$ cat src/rtl/morse_input_sequencer_if.sv
// Handshake bundle between the Morse decoder front end and its user:
// key/backspace/enable in, letter-in-progress and character buffer out.
`timescale 1ns/1ps
interface morse_input_sequencer_if;
  logic        i_enable;
  logic        i_keyIn;
  logic        i_bkspPulse;
  logic [4:0]  o_curCode;
  logic [2:0]  o_curLen;
  logic        o_charValid;
  logic        o_errPulse;
  logic [63:0] o_charBuf;
  logic        o_busy;

  modport master (
    output i_enable, i_keyIn, i_bkspPulse,
    input  o_curCode, o_curLen, o_charValid, o_errPulse, o_charBuf, o_busy
  );

  modport slave (
    input  i_enable, i_keyIn, i_bkspPulse,
    output o_curCode, o_curLen, o_charValid, o_errPulse, o_charBuf, o_busy
  );
endinterface

$ cat src/rtl/morse_input_sequencer.sv
// Decode-mode front end: times Morse key presses into dots/dashes, builds a letter,
// and commits {len,code} into an 8-entry shift buffer at each letter gap.
`timescale 1ns/1ps
module morse_input_sequencer #(
  parameter int TICK_DIV   = 50000,
  parameter int DOT_MAX    = 3,
  parameter int LETTER_GAP = 7,
  parameter int MAX_SYMS   = 5
) (
  input logic clk,
  input logic rst,
  morse_input_sequencer_if.slave bus
);

  localparam int               DIV_W        = (TICK_DIV > 1) ? $clog2(TICK_DIV) : 1;
  localparam logic [DIV_W-1:0] LP_DIV_LAST  = DIV_W'(TICK_DIV - 1);
  localparam logic [8:0]       LP_DOT_UNITS = 9'(DOT_MAX);
  localparam logic [7:0]       LP_GAP_LAST  = 8'(LETTER_GAP - 1);
  localparam logic [2:0]       LP_MAX_SYMS  = 3'(MAX_SYMS);

  typedef enum logic [1:0] {
    ST_IDLE,
    ST_PRESS,
    ST_GAP
  } state_t;

  state_t           r_state;
  logic [DIV_W-1:0] r_divCnt;
  logic [7:0]       r_unitCnt;
  logic [4:0]       r_curCode;
  logic [2:0]       r_curLen;
  logic             r_charValid;
  logic             r_errPulse;
  logic [63:0]      r_charBuf;
  logic             r_needRelease;

  logic       w_tick;
  logic [8:0] w_pressUnits;
  logic       w_isDash;
  logic       w_gapDone;
  logic       w_letterOpen;

  // The release edge itself may carry the tick that completes the last unit.
  assign w_tick       = (r_divCnt == LP_DIV_LAST);
  assign w_pressUnits = {1'b0, r_unitCnt} + {8'd0, w_tick};
  assign w_isDash     = (w_pressUnits >= LP_DOT_UNITS);
  assign w_gapDone    = w_tick && (r_unitCnt == LP_GAP_LAST);
  assign w_letterOpen = (r_curLen != 3'd0);

  always_ff @(posedge clk) begin
    if (rst) begin
      r_state       <= ST_IDLE;
      r_divCnt      <= '0;
      r_unitCnt     <= '0;
      r_curCode     <= '0;
      r_curLen      <= '0;
      r_charValid   <= 1'b0;
      r_errPulse    <= 1'b0;
      r_charBuf     <= '0;
      r_needRelease <= 1'b0;
    end else begin
      r_charValid <= 1'b0;
      r_errPulse  <= 1'b0;

      if (w_tick) begin
        r_divCnt <= '0;
        if (r_unitCnt != 8'hFF) r_unitCnt <= r_unitCnt + 8'd1;
      end else begin
        r_divCnt <= r_divCnt + 1'b1;
      end

      if (!bus.i_enable) begin
        // A key still held when decode mode returns must be released first.
        r_needRelease <= 1'b1;
        r_curCode     <= '0;
        r_curLen      <= '0;
        if (r_state != ST_IDLE) begin
          r_state   <= ST_IDLE;
          r_divCnt  <= '0;
          r_unitCnt <= '0;
        end
      end else begin
        if (!bus.i_keyIn) r_needRelease <= 1'b0;

        case (r_state)
          ST_IDLE: begin
            if (bus.i_bkspPulse && !w_letterOpen)
              r_charBuf <= {8'h00, r_charBuf[63:8]};
            if (bus.i_keyIn && !r_needRelease) begin
              r_state   <= ST_PRESS;
              r_divCnt  <= '0;
              r_unitCnt <= '0;
            end
          end

          ST_PRESS: begin
            if (bus.i_bkspPulse && w_letterOpen) begin
              r_curCode <= '0;
              r_curLen  <= '0;
              r_state   <= ST_IDLE;
              r_divCnt  <= '0;
              r_unitCnt <= '0;
              if (bus.i_keyIn) r_needRelease <= 1'b1;
            end else if (!bus.i_keyIn) begin
              if (r_curLen < LP_MAX_SYMS) begin
                r_curCode[r_curLen] <= w_isDash;
                r_curLen            <= r_curLen + 3'd1;
              end else begin
                r_errPulse <= 1'b1;
              end
              r_state   <= ST_GAP;
              r_divCnt  <= '0;
              r_unitCnt <= '0;
            end
          end

          ST_GAP: begin
            // Commit takes priority over a backspace arriving on the same edge.
            if (w_gapDone) begin
              if (w_letterOpen) begin
                r_charBuf   <= {r_charBuf[55:0], r_curLen, r_curCode};
                r_charValid <= 1'b1;
              end
              r_curCode <= '0;
              r_curLen  <= '0;
              r_state   <= ST_IDLE;
              r_divCnt  <= '0;
              r_unitCnt <= '0;
            end else if (bus.i_bkspPulse && w_letterOpen) begin
              r_curCode <= '0;
              r_curLen  <= '0;
              r_state   <= ST_IDLE;
              r_divCnt  <= '0;
              r_unitCnt <= '0;
            end else if (bus.i_keyIn) begin
              r_state   <= ST_PRESS;
              r_divCnt  <= '0;
              r_unitCnt <= '0;
            end
          end

          default: begin
            r_state   <= ST_IDLE;
            r_divCnt  <= '0;
            r_unitCnt <= '0;
          end
        endcase
      end
    end
  end

  assign bus.o_curCode   = r_curCode;
  assign bus.o_curLen    = r_curLen;
  assign bus.o_charValid = r_charValid;
  assign bus.o_errPulse  = r_errPulse;
  assign bus.o_charBuf   = r_charBuf;
  assign bus.o_busy      = (r_state != ST_IDLE);

endmodule

$ cat src/flat_wrapper.sv
// flat-port wrapper written by rule: the top's interface ports become plain ports
module morse_input_sequencer_flat 
#(
  parameter int TICK_DIV   = 50000,
  parameter int DOT_MAX    = 3,
  parameter int LETTER_GAP = 7,
  parameter int MAX_SYMS   = 5
)
  (clk, rst, bus_i_enable, bus_i_keyIn, bus_i_bkspPulse, bus_o_curCode, bus_o_curLen, bus_o_charValid, bus_o_errPulse, bus_o_charBuf, bus_o_busy);
  morse_input_sequencer_if bus_i ();
  input logic clk;
  input logic rst;
  input wire logic [$bits(bus_i.i_enable)-1:0] bus_i_enable;
  input wire logic [$bits(bus_i.i_keyIn)-1:0] bus_i_keyIn;
  input wire logic [$bits(bus_i.i_bkspPulse)-1:0] bus_i_bkspPulse;
  output wire logic [$bits(bus_i.o_curCode)-1:0] bus_o_curCode;
  output wire logic [$bits(bus_i.o_curLen)-1:0] bus_o_curLen;
  output wire logic [$bits(bus_i.o_charValid)-1:0] bus_o_charValid;
  output wire logic [$bits(bus_i.o_errPulse)-1:0] bus_o_errPulse;
  output wire logic [$bits(bus_i.o_charBuf)-1:0] bus_o_charBuf;
  output wire logic [$bits(bus_i.o_busy)-1:0] bus_o_busy;
  assign bus_i.i_enable = bus_i_enable;
  assign bus_i.i_keyIn = bus_i_keyIn;
  assign bus_i.i_bkspPulse = bus_i_bkspPulse;
  assign bus_o_curCode = bus_i.o_curCode;
  assign bus_o_curLen = bus_i.o_curLen;
  assign bus_o_charValid = bus_i.o_charValid;
  assign bus_o_errPulse = bus_i.o_errPulse;
  assign bus_o_charBuf = bus_i.o_charBuf;
  assign bus_o_busy = bus_i.o_busy;
  morse_input_sequencer #(.TICK_DIV(TICK_DIV), .DOT_MAX(DOT_MAX), .LETTER_GAP(LETTER_GAP), .MAX_SYMS(MAX_SYMS)) u_core (.clk(clk), .rst(rst), .bus(bus_i));
endmodule
$ cat config.mk
export PLATFORM = sky130hd
export DESIGN_NAME = morse_input_sequencer_flat
export DESIGN_NICKNAME = d
export VERILOG_FILES = /design/src/rtl/morse_input_sequencer_if.sv /design/src/rtl/morse_input_sequencer.sv /design/src/flat_wrapper.sv
export SDC_FILE = /design/constraint.sdc
export NUM_CORES = 1
export LEC_CHECK = 0
export ABC_AREA = 1
export BUFFER_PORTS_ARGS = -buffer_cell sky130_fd_sc_hd__buf_2
export CAP_MARGIN = 40
export CORE_MARGIN = 1
export CORE_UTILIZATION = 40
export CTS_BUF_LIST = sky130_fd_sc_hd__clkbuf_4
export CTS_CLUSTER_SIZE = 40
export DETAILED_ROUTE_END_ITERATION = 10
export SLEW_MARGIN = 10
export SYNTH_ARGS = -nofsm -noshare
export SYNTH_HDL_FRONTEND = slang
export SYNTH_SLANG_ARGS = --single-unit
$ cat constraint.sdc
create_clock -name clk -period 2.5 [get_ports clk]
set_input_delay 0.125 -clock clk [delete_from_list [all_inputs] [get_ports clk]]
set_output_delay 0.125 -clock clk [all_outputs]
set_load 0.02 [all_outputs]
-- Yosys cells after proc, flatten, opt, wreduce, memory -nomap -nowiden
Index checks and enable logic that the tools add are counted.
Widths: inputs -> output; s select.
- bits in registers: 101
- latch bits: 0
- memory bits (writable): 0
- memory bits (read-only): 0
- output and inout bits: 75
- logic and storage cells: 110
- memories: 0
- add/sub/neg operators: 4
- multipliers: 0
- div/mod/pow operators: 0
- order comparisons: 4
- equality and inequality tests: 14
- shifts and indexed selects: 0
- multiplexer cells: 56
- bitwise logic cells: 4
- reductions and logical operators: 19
- operator list (cell ; count):
    $mux 64 ; 3
    $mux 16 ; 9
    $pmux 64 s2 ; 1
    $mux 8 ; 10
    $pmux 16 s3 ; 1
    $mux 5 ; 5
    $pmux 8 s3 ; 1
    $add 16x1->16 const B ; 1
    $eq 16x16->1 const B ; 1
    $mux 2 ; 8
    $mux 3 ; 5
    $pmux 5 s2 ; 1
    $add 8x1->9 ; 1
    $ge 9x2->1 const B ; 1
    $add 8x1->8 const B ; 1
    $eq 8x3->1 const B ; 1
    $mux 1 ; 8
    $ne 8x8->1 const B ; 1
    $reduce_and 4->1 ; 2
    $reduce_bool 2->1 ; 4
    $ne 2x1->1 const B ; 3
    $ne 3x1->1 const B ; 2
    $ne 3x2->1 const B ; 2
    $pmux 2 s3 ; 1
    other kinds (20) ; 28

-- Logic depth before layout (Yosys ltp)
Gate-level depths: netlist (run 1).
- depth in word-level cells: 9
- depth in mapped cells: 19
- depth with buffers taken out: 19

-- Worst setup path before layout (run 1)
No wires, ideal clock.
- path type: register to register
- from: register u_core.r_divCnt[0]
- to: register u_core.r_curCode[4], in the netlist u_core.bus.o_curCode[4]
- setup time: 0.110 ns
- data arrival time: 1.987 ns
- data required time: 2.390 ns
- path slack: 0.403 ns
- stages on the path, launching flop included: 18
- path buffers: 0
- clock period less this slack: 2.097 ns
- cells stage by stage: dfxtp_1 > ha_1 > nand3_2 > inv_1 > nand3_1 > inv_1 > ha_1 > ha_1 > nand2_1 > inv_1 > nor2_1 > nand3_1 > nor2_1 > nand2_1 > nand2_1 > nand2_1 > nand2_1 > nor2_1
- word-level cells in the longest chain between the ends: 8
- RTL lines (item ; line ; RTL):
    start: declaration ; morse_input_sequencer.sv:28 ; logic [DIV_W-1:0] r_divCnt;
    start signal: assignment ; morse_input_sequencer.sv:69 ; r_divCnt <= r_divCnt + 1'b1;
    $eq 16x16->1 * ; morse_input_sequencer.sv:44 ; assign w_tick = (r_divCnt == LP_DIV_LAST);
    $add 8x1->9 ; morse_input_sequencer.sv:45 ; assign w_pressUnits = {1'b0, r_unitCnt} + {8'd0, w_tick};
    $ge 9x2->1 ; morse_input_sequencer.sv:46 ; assign w_isDash = (w_pressUnits >= LP_DOT_UNITS);
    $bwmux 5 ; morse_input_sequencer.sv:106 ; r_curCode[r_curLen] <= w_isDash;
    $mux 5 ; morse_input_sequencer.sv:105 ; if (r_curLen < LP_MAX_SYMS) begin
    $mux 5 ; morse_input_sequencer.sv:104 ; end else if (!bus.i_keyIn) begin
    $mux 5 ; morse_input_sequencer.sv:97 ; if (bus.i_bkspPulse && w_letterOpen) begin
    $pmux 5 s2 ; morse_input_sequencer.sv:85 ; case (r_state)
    end signal: indexed assignment ; morse_input_sequencer.sv:106 ;
    end: declaration ; morse_input_sequencer.sv:30 ; logic [4:0] r_curCode;
Mark *: on every way between the ends. The rest lies on a longest branch, timed or not. The select of a mux whose other input is x is not followed.
A chain may end at the register's enable or synchronous reset.

-- Worst setup path in the final report (run 1)
- from: register u_core.r_divCnt[5]
- to: register u_core.r_curCode[4], in the netlist u_core.bus.o_curCode[4]
The elaborated chain is that of the path after synthesis.

==> reports/summary.txt, run 1 <==
Status - complete, no violations
DRT Pass-1 Iters - 5
Initial detailed-routing violation count - 343
Chip height - 121 µm
Hold slack - 0.0788 ns
Worst IR drop on VDD - 0.375 mV
Final net count - 904
Mean Syn Cell Area - 6.89 µm²
Largest stage delay on the critical path - 0.38 ns
Routed WL - 13.2 mm
Ys async rst share - 0
Antenna Nets Post-Route - 0
CTS clk-pin slew, worst paths - 0.15 ns
Largest net degree at the start of global routing - 60
Comb power frac - 0.436
Sequential fraction of the synthesis area - 0.357
Commonest cells in the synthesized netlist - 262 x nand2_1, 177 x nor2_1, 101 x dfxtp_1
Top cells by area, synth - dfxtp_1 36%, nand2_1 17%, nor2_1 12%, nand3_2 8.3%, nand3_1 3.7%
Final setup violation count - 0
Crit-path cells - nor2_2, inv_1, nor3_2, nand3_1, inv_1, ha_2, ha_2, nand2_1, inv_1, nor2_1, nand3_1, nor2_2, nand2_1, nand2_1, nand2_1, nand2_1, nor2_1
Synth warn - 0
DP HPWL - 9.14 mm
DR WL/cell - 12.3 µm
Via-to-Cell Ratio - 4.72
Net Sw Frac - 0.456
Number of clock sinks - 101
Area of the multi-input gates - 3140 µm²
Switching power - 2.59 mW
All-Layer GR Usage - 0.186
Reg area - 2030 µm²
Worst setup path class - flip-flop to flip-flop
Number of global-route vias before repair - 4400
RSZ-0062 raised after global routing - no
Final period util - 0.912
Wl on met1 - 6.91 mm
Pre-CTS setup slack - 0.167 ns
Buf/Inv on CP - 3
CP max-delay cell - dfxtp_1
P_leak - 2.68 nW
Hold EP - u_core.bus.o_errPulse$_SDFF_PP0_
Cell mode on critical path - nand2_1
Global-route wire length before repair - 21.9 mm
GP Congestion - 0.845
CTS max path bufs - 2
Clock power share - 0.162
Cell Area, Synth - 5660 µm²
Max Used Layer - met4
Number of flops mapped to enable cells by yosys - 0
Worst Hold Launch - bus_i_bkspPulse
Pwr dens - 904 nW/µm²
Yosys reg bits - 101
CTS Buf Count - 9
Share of the synthesized area in the top cell type - 0.357
Share of power burned in registers - 0.402
Hold Crit Depth - 4
Reg-to-Reg End - u_core.bus.o_curCode[4]$_SDFFE_PP0P_
DR vias - 5067
Site row count - 43
I/O pin count - 80
Cells after Synth - 822
Max-slew violation count - 0
Total of max-cap violations - 0
Max-Slew Margin vs Limit - 0.591
HP Class - input port to flip-flop
Crit path capture type - flip-flop
Worst r2r src - u_core.r_divCnt[5]$_SDFF_PP0_
Skew final - 0.0281 ns
CP max FO - 4
Delay-heaviest family, CP - simple AND/OR/NAND/NOR gates
Die X - 121 µm
Post-Syn Nets - 838
Worst R2R Setup Slack - 0.22 ns
Initial antenna violation count - 1
Synth cell types - 33
Setup total negative slack - 0 ns
Grt total ovfl - 0
DIE AREA - 14600 µm²
Post-synth top area cell - dfxtp_1
Fin crit period - 2.28 ns
DR WL met3 - 409 µm
Port buffer count - 79
Reg2Reg Depth - 17
Fill cells - 1471
Number of H-tree levels - 3
Synth Flop Type - dfxtp_1
Area grow syn2layout - 11.0%
Most frequent cell after synthesis - nand2_1
Clk root buf - clkbuf_4
Crit path DAT - 2.69 ns
Layout cell share with drive strength beyond 1 - 0.213
Routed wl met2 - 5.72 mm
Core Area - 13800 µm²
DR DRC count - 0
CTS tree - built
Clock Latency Late Sink - 0.51 ns
Startpoint Class - flip-flop
Setup WS post-layout - 0.220 ns
Slew of the pin with the lowest slew margin - 0.614 ns
Worst EP required - 2.91 ns
Fin. Hold Viols - 0
FMAX - 439 MHz
Initial Util - 0.409
Pint - 3.09 mW
[cell families after synthesis]
logic type / after synthesis / share of synthesized area
flops: 101 / 0.357
buf+inv: 88 / 0.0915
compound gates: 41 / 0.0453
xor+xnor: 20 / 0.0309
fa+ha+maj: 11 / 0.0243
simple gates: 561 / 0.451
[power groups by stage]
stage          Combinational, mW  Sequential, mW  Clock, mW
2_1_floorplan               1.70            2.61          0
3_3_place_gp                2.46            2.32          0
3_5_place_dp                2.48            2.32          0
4_1_cts                     2.49            2.28      0.952
5_1_grt                     2.78            2.34       1.01
6_report                    2.47            2.28      0.923
[through the flow]
step / power (mW) / util / instance area, µm² / std cells
2_1_floorplan: 4.31 / - / 5660 / 822
3_3_place_gp: 4.78 / 0.439 / 6070 / 1052
3_5_place_dp: 4.80 / 0.439 / 6070 / 1052
4_1_cts: 5.73 / 0.452 / 6250 / 1072
5_1_grt: 6.13 / 0.454 / 6280 / 1074
6_report: 5.68 / 0.454 / 6280 / 1074
[layout make-up]
cell class | count | share of cell area
Clock buffer | 10 | 0.0119
Multi-Input combinational cell | 633 | 0.500
Inverter | 51 | 0.0305
Clock inverter | 6 | 0.0110
Sequential cell | 101 | 0.322
Tap cell | 180 | 0.0358
Timing Repair Buffer | 92 | 0.0880
Antenna cell | 1 | 0.000398
[flip-flops by register name (all words and copies together), names as in the netlist]
register                count
u_core.bus.o_charBuf       64
u_core.r_divCnt            16
u_core.r_unitCnt            8
u_core.bus.o_curCode        5
u_core.bus.o_curLen         3
u_core.r_state              2
u_core.bus.o_charValid      1
u_core.bus.o_errPulse       1
u_core.r_needRelease        1
[layer usage]
metal  global-route usage  vias up
met1                0.266     2276
met5                    0        -
met2                0.281       76
met3               0.0423       10
li1                     -     2705
met4               0.0440        0
[layout by cell type (no fill, tap or decap), types with 6 or more instances in the layout]
cell type | netlist | final
nand3_1 | 42 | 42
inv_1 | 45 | 45
buf_2 | 2 | 79
ha_1 | 11 | 8
xor2_1 | 16 | 16
inv_2 | 6 | 6
clkbuf_4 | 0 | 10
o21ai_0 | 15 | 15
o21ai_2 | 8 | 8
nor2_2 | 10 | 12
a21oi_1 | 13 | 12
nand3_2 | 47 | 47
nand2_1 | 262 | 262
nor2_1 | 177 | 175
dfxtp_1 | 101 | 100
[how the worst max path moves through the flow]
stage                                   from                              endpoint  slack, ns  depth (start not counted)
6_report       u_core.r_divCnt[5]$_SDFF_PP0_  u_core.bus.o_curCode[4]$_SDFFE_PP0P_       0.22                         17
5_1_grt        u_core.r_divCnt[0]$_SDFF_PP0_  u_core.bus.o_curCode[4]$_SDFFE_PP0P_       0.02                         17
4_1_cts        u_core.r_divCnt[6]$_SDFF_PP0_  u_core.bus.o_curCode[4]$_SDFFE_PP0P_       0.14                         19
3_5_place_dp   u_core.r_divCnt[6]$_SDFF_PP0_  u_core.bus.o_curCode[4]$_SDFFE_PP0P_       0.17                         19
3_3_place_gp   u_core.r_divCnt[6]$_SDFF_PP0_  u_core.bus.o_curCode[4]$_SDFFE_PP0P_       0.24                         19
2_1_floorplan  u_core.r_divCnt[0]$_SDFF_PP0_  u_core.bus.o_curCode[4]$_SDFFE_PP0P_       0.40                         17
[what timing repair did]
item / in CTS / in global routing
hold buffers: 4 / 0
endpoints found under the hold margin: 9 / 0
gates resized for setup: 0 / 8
setup buffers: 0 / 1
setup endpoints to repair: 0 / 5
[worst reg2reg max path: stages (launching register included)]
cell     delay, ns
dfxtp_1       0.38
nor2_2        0.15
inv_1         0.08
nor3_2        0.15
nand3_1       0.15
inv_1         0.11
ha_2          0.21
ha_2          0.27
nand2_1       0.06
inv_1         0.04
nor2_1        0.09
nand3_1       0.09
nor2_2        0.15
nand2_1       0.10
nand2_1       0.06
nand2_1       0.05
nand2_1       0.05
nor2_1        0.04
No activity file was read; power rests on OpenSTA's default activity.
==> run 2: changes to the inputs <==
Settings changed: CORE_UTILIZATION 40 to 60, PLACE_DENSITY from default to 0.83, REMOVE_ABC_BUFFERS from default to 1.
==> reports/summary.txt, run 2 (synthesized netlist as in run 1, its figures left out) <==
Status - complete, no violations
Area grow syn2layout - 8.29%
Share of power burned in registers - 0.406 (+0.004)
DP HPWL - 7.89 mm (-14%)
Most common cell after layout, fill and taps aside - nand2_1
Final setup violation count - 0 (unchanged)
Largest stage delay on the critical path - 0.36 ns (-0.02 ns)
Setup WS post-layout - 0.242 ns (+0.0215 ns)
Reg-to-Reg End - u_core.bus.o_curCode[4]$_SDFFE_PP0P_
Grt total ovfl - 0 (unchanged)
Die X - 99.1 µm (-18%)
Largest register FFs - 64 (unchanged)
Worst Hold Launch - rst
Worst setup path class - flip-flop to flip-flop
Core Area - 9200 µm² (-33%)
Clock power share - 0.158 (-0.004)
DR DRC count - 0 (unchanged)
Max-slew violation count - 0 (unchanged)
Initial Util - 0.616 (+0.206)
# placed instances - 981 (-6.7%)
Final Cell Area - 6130 µm² (-2.4%)
Number of H-tree levels - 3 (unchanged)
Crit path DAT - 2.62 ns (-0.07 ns)
Layout cell share with drive strength beyond 1 - 0.208 (-0.00467)
Number of clock sinks - 101 (unchanged)
DIE AREA - 9830 µm² (-33%)
Number of global-route vias before repair - 4492 (+2.1%)
Largest net degree at the start of global routing - 86 (+43%)
Worst EP required - 2.86 ns (-0.05 ns)
Antenna Nets Post-Route - 0 (unchanged)
CTS tree - built
I/O pin count - 80 (unchanged)
DR vias - 5165 (+1.9%)
Pint - 3.05 mW (-1.2%)
CP max-delay cell - dfxtp_1
Post-layout utilization of the core - 0.667 (+0.212)
Commonest non-fill, non-tap cells in the layout - 262 x nand2_1, 176 x nor2_1, 100 x dfxtp_1
Crit path capture type - flip-flop
Initial detailed-routing violation count - 224 (-35%)
Finished Layout Cells - 1000 (-6.9%)
RSZ-0062 raised after global routing - no
Port buffer count - 79 (unchanged)
Final net count - 901 (-0.33%)
Chip height - 99.1 µm (-18%)
Crit-path cells - nor2_2, inv_1, nor3_2, nand3_1, inv_1, ha_1, ha_2, nand2_1, inv_1, nor2_1, nand3_1, nor2_1, nand2_1, nand2_1, nand2_1, nand2_1, nor2_1
All-Layer GR Usage - 0.243 (+0.0567)
Net Sw Frac - 0.449 (-0.00613)
Total of max-cap violations - 0 (unchanged)
Crit path from - u_core.r_divCnt[5]$_SDFF_PP0_
Routed WL - 11.6 mm (-12%)
Placed Area - 5940 µm² (-2.1%)
Reg2Reg Depth - 17 (unchanged)
DR WL/cell - 11.6 µm (-5.6%)
FMAX - 443 MHz (+0.95%)
Fin crit period - 2.26 ns (-0.0215 ns)
Clk root buf - clkbuf_4
Hold EP - u_core.bus.o_charBuf[60]$_SDFFE_PP0P_
CTS Buf Count - 9 (unchanged)
CTS max path bufs - 2 (unchanged)
GP Congestion - 0.888 (+5.1%)
CP max FO - 4 (unchanged)
Slew of the pin with the lowest slew margin - 0.639 ns (+0.0251 ns)
Max-Slew Margin vs Limit - 0.574 (-0.0174)
Switching power - 2.49 mW (-3.6%)
Via-to-Cell Ratio - 5.17 (+9.5%)
Global-route wire length before repair - 19.7 mm (-10%)
Pre-CTS setup slack - 0.204 ns (+0.0373 ns)
Fin. Hold Viols - 0 (unchanged)
Site row count - 35 (-19%)
CTS clk-pin slew, worst paths - 0.17 ns (+0.02 ns)
Cell mode on critical path - nand2_1
Antenna diodes - 0 (-1)
Hold Crit Depth - 2 (-2)
Clock Latency Late Sink - 0.45 ns (-0.06 ns)
P_leak - 2.65 nW (-1.0%)
Skew final - 0.0226 ns (-0.00551 ns)
HP Class - input port to flip-flop
Worst IR drop on VDD - 0.467 mV (+25%)
Worst R2R Setup Slack - 0.24 ns (+0.02 ns)
Final period util - 0.903 (-0.00861)
Pwr dens - 905 nW/µm² (+0.12%)
Worst r2r src - u_core.r_divCnt[5]$_SDFF_PP0_
DRT Pass-1 Iters - 4 (-1)
Initial antenna violation count - 0 (-1)
Comb power frac - 0.437 (about the same)
Startpoint Class - flip-flop
[run 2: changes by cell type in the layout (fill, tap and decap cells not counted), sizes merged]
cell,before,now
buf,88,86
clkbuf,10,9
clkinv,1,0
clkinvlp,2,3
diode,1,0
dlygate4sd3,4,3
[run 2: worst max path at each step]
| stage | endpoint | cells after the start |
|---|---|---|
| 2_1_floorplan | u_core.bus.o_charBuf[56]$_SDFFE_PP0P_ | 9 |
| 3_3_place_gp | u_core.bus.o_curCode[4]$_SDFFE_PP0P_ | 19 |
| 3_5_place_dp | u_core.bus.o_curCode[4]$_SDFFE_PP0P_ | 19 |
| 4_1_cts | u_core.bus.o_curCode[4]$_SDFFE_PP0P_ | 19 |
| 5_1_grt | u_core.bus.o_curCode[4]$_SDFFE_PP0P_ | 17 |
| 6_report | u_core.bus.o_curCode[4]$_SDFFE_PP0P_ | 17 |
[run 2: stage by stage]
stage | setup TNS (ns) | total power, mW | hold slack, ns
2_1_floorplan | -201.99 | 4.11 | 0.192
3_3_place_gp | 0 | 4.66 | 0.383
3_5_place_dp | 0 | 4.72 | 0.388
4_1_cts | 0 | 5.58 | 0.0530
5_1_grt | 0 | 5.98 | 0.0569
6_report | 0 | 5.55 | 0.0673
[run 2: layout make-up]
class	instances	area, µm²
multi-input combinational	633	3130
clock buffer	9	67.6
inverter	51	191
clock inverter	6	72.6
fill	828	3070
sequential	101	2020
tap	111	139
timing repair buffer	89	503
[run 2: layer usage]
metal,GRT usage,part of all wire,vias up
met3,0.0344,0.036,27
li1,-,-,2692
met2,0.413,0.45,113
met4,0.112,0.028,0
met5,0,0,-
met1,0.307,0.49,2333
[run 2: power by group through the flow]
stage	Combinational, mW	Sequential [mW]	Clock [mW]
after floorplan	1.50	2.61	0
after global routing	2.71	2.31	0.959
after global placement	2.38	2.29	0
after detailed placement	2.43	2.29	0
final	2.42	2.25	0.875
after CTS	2.43	2.25	0.894
[run 2: what timing repair did]
item | CTS | global route
resized for setup | 0 | 4
hold buffers | 3 | 0
setup buffers | 0 | 1
endpoints found under the setup margin | 0 | 5
endpoints found under the hold margin | 2 | 0
[run 2: worst max-delay path: cells and delay by family, from the launching register on]
family	cells	cell delay, ns
buf+inv	3	0.21
flops	1	0.36
simple gates	12	1.14
fa+ha+maj	2	0.49
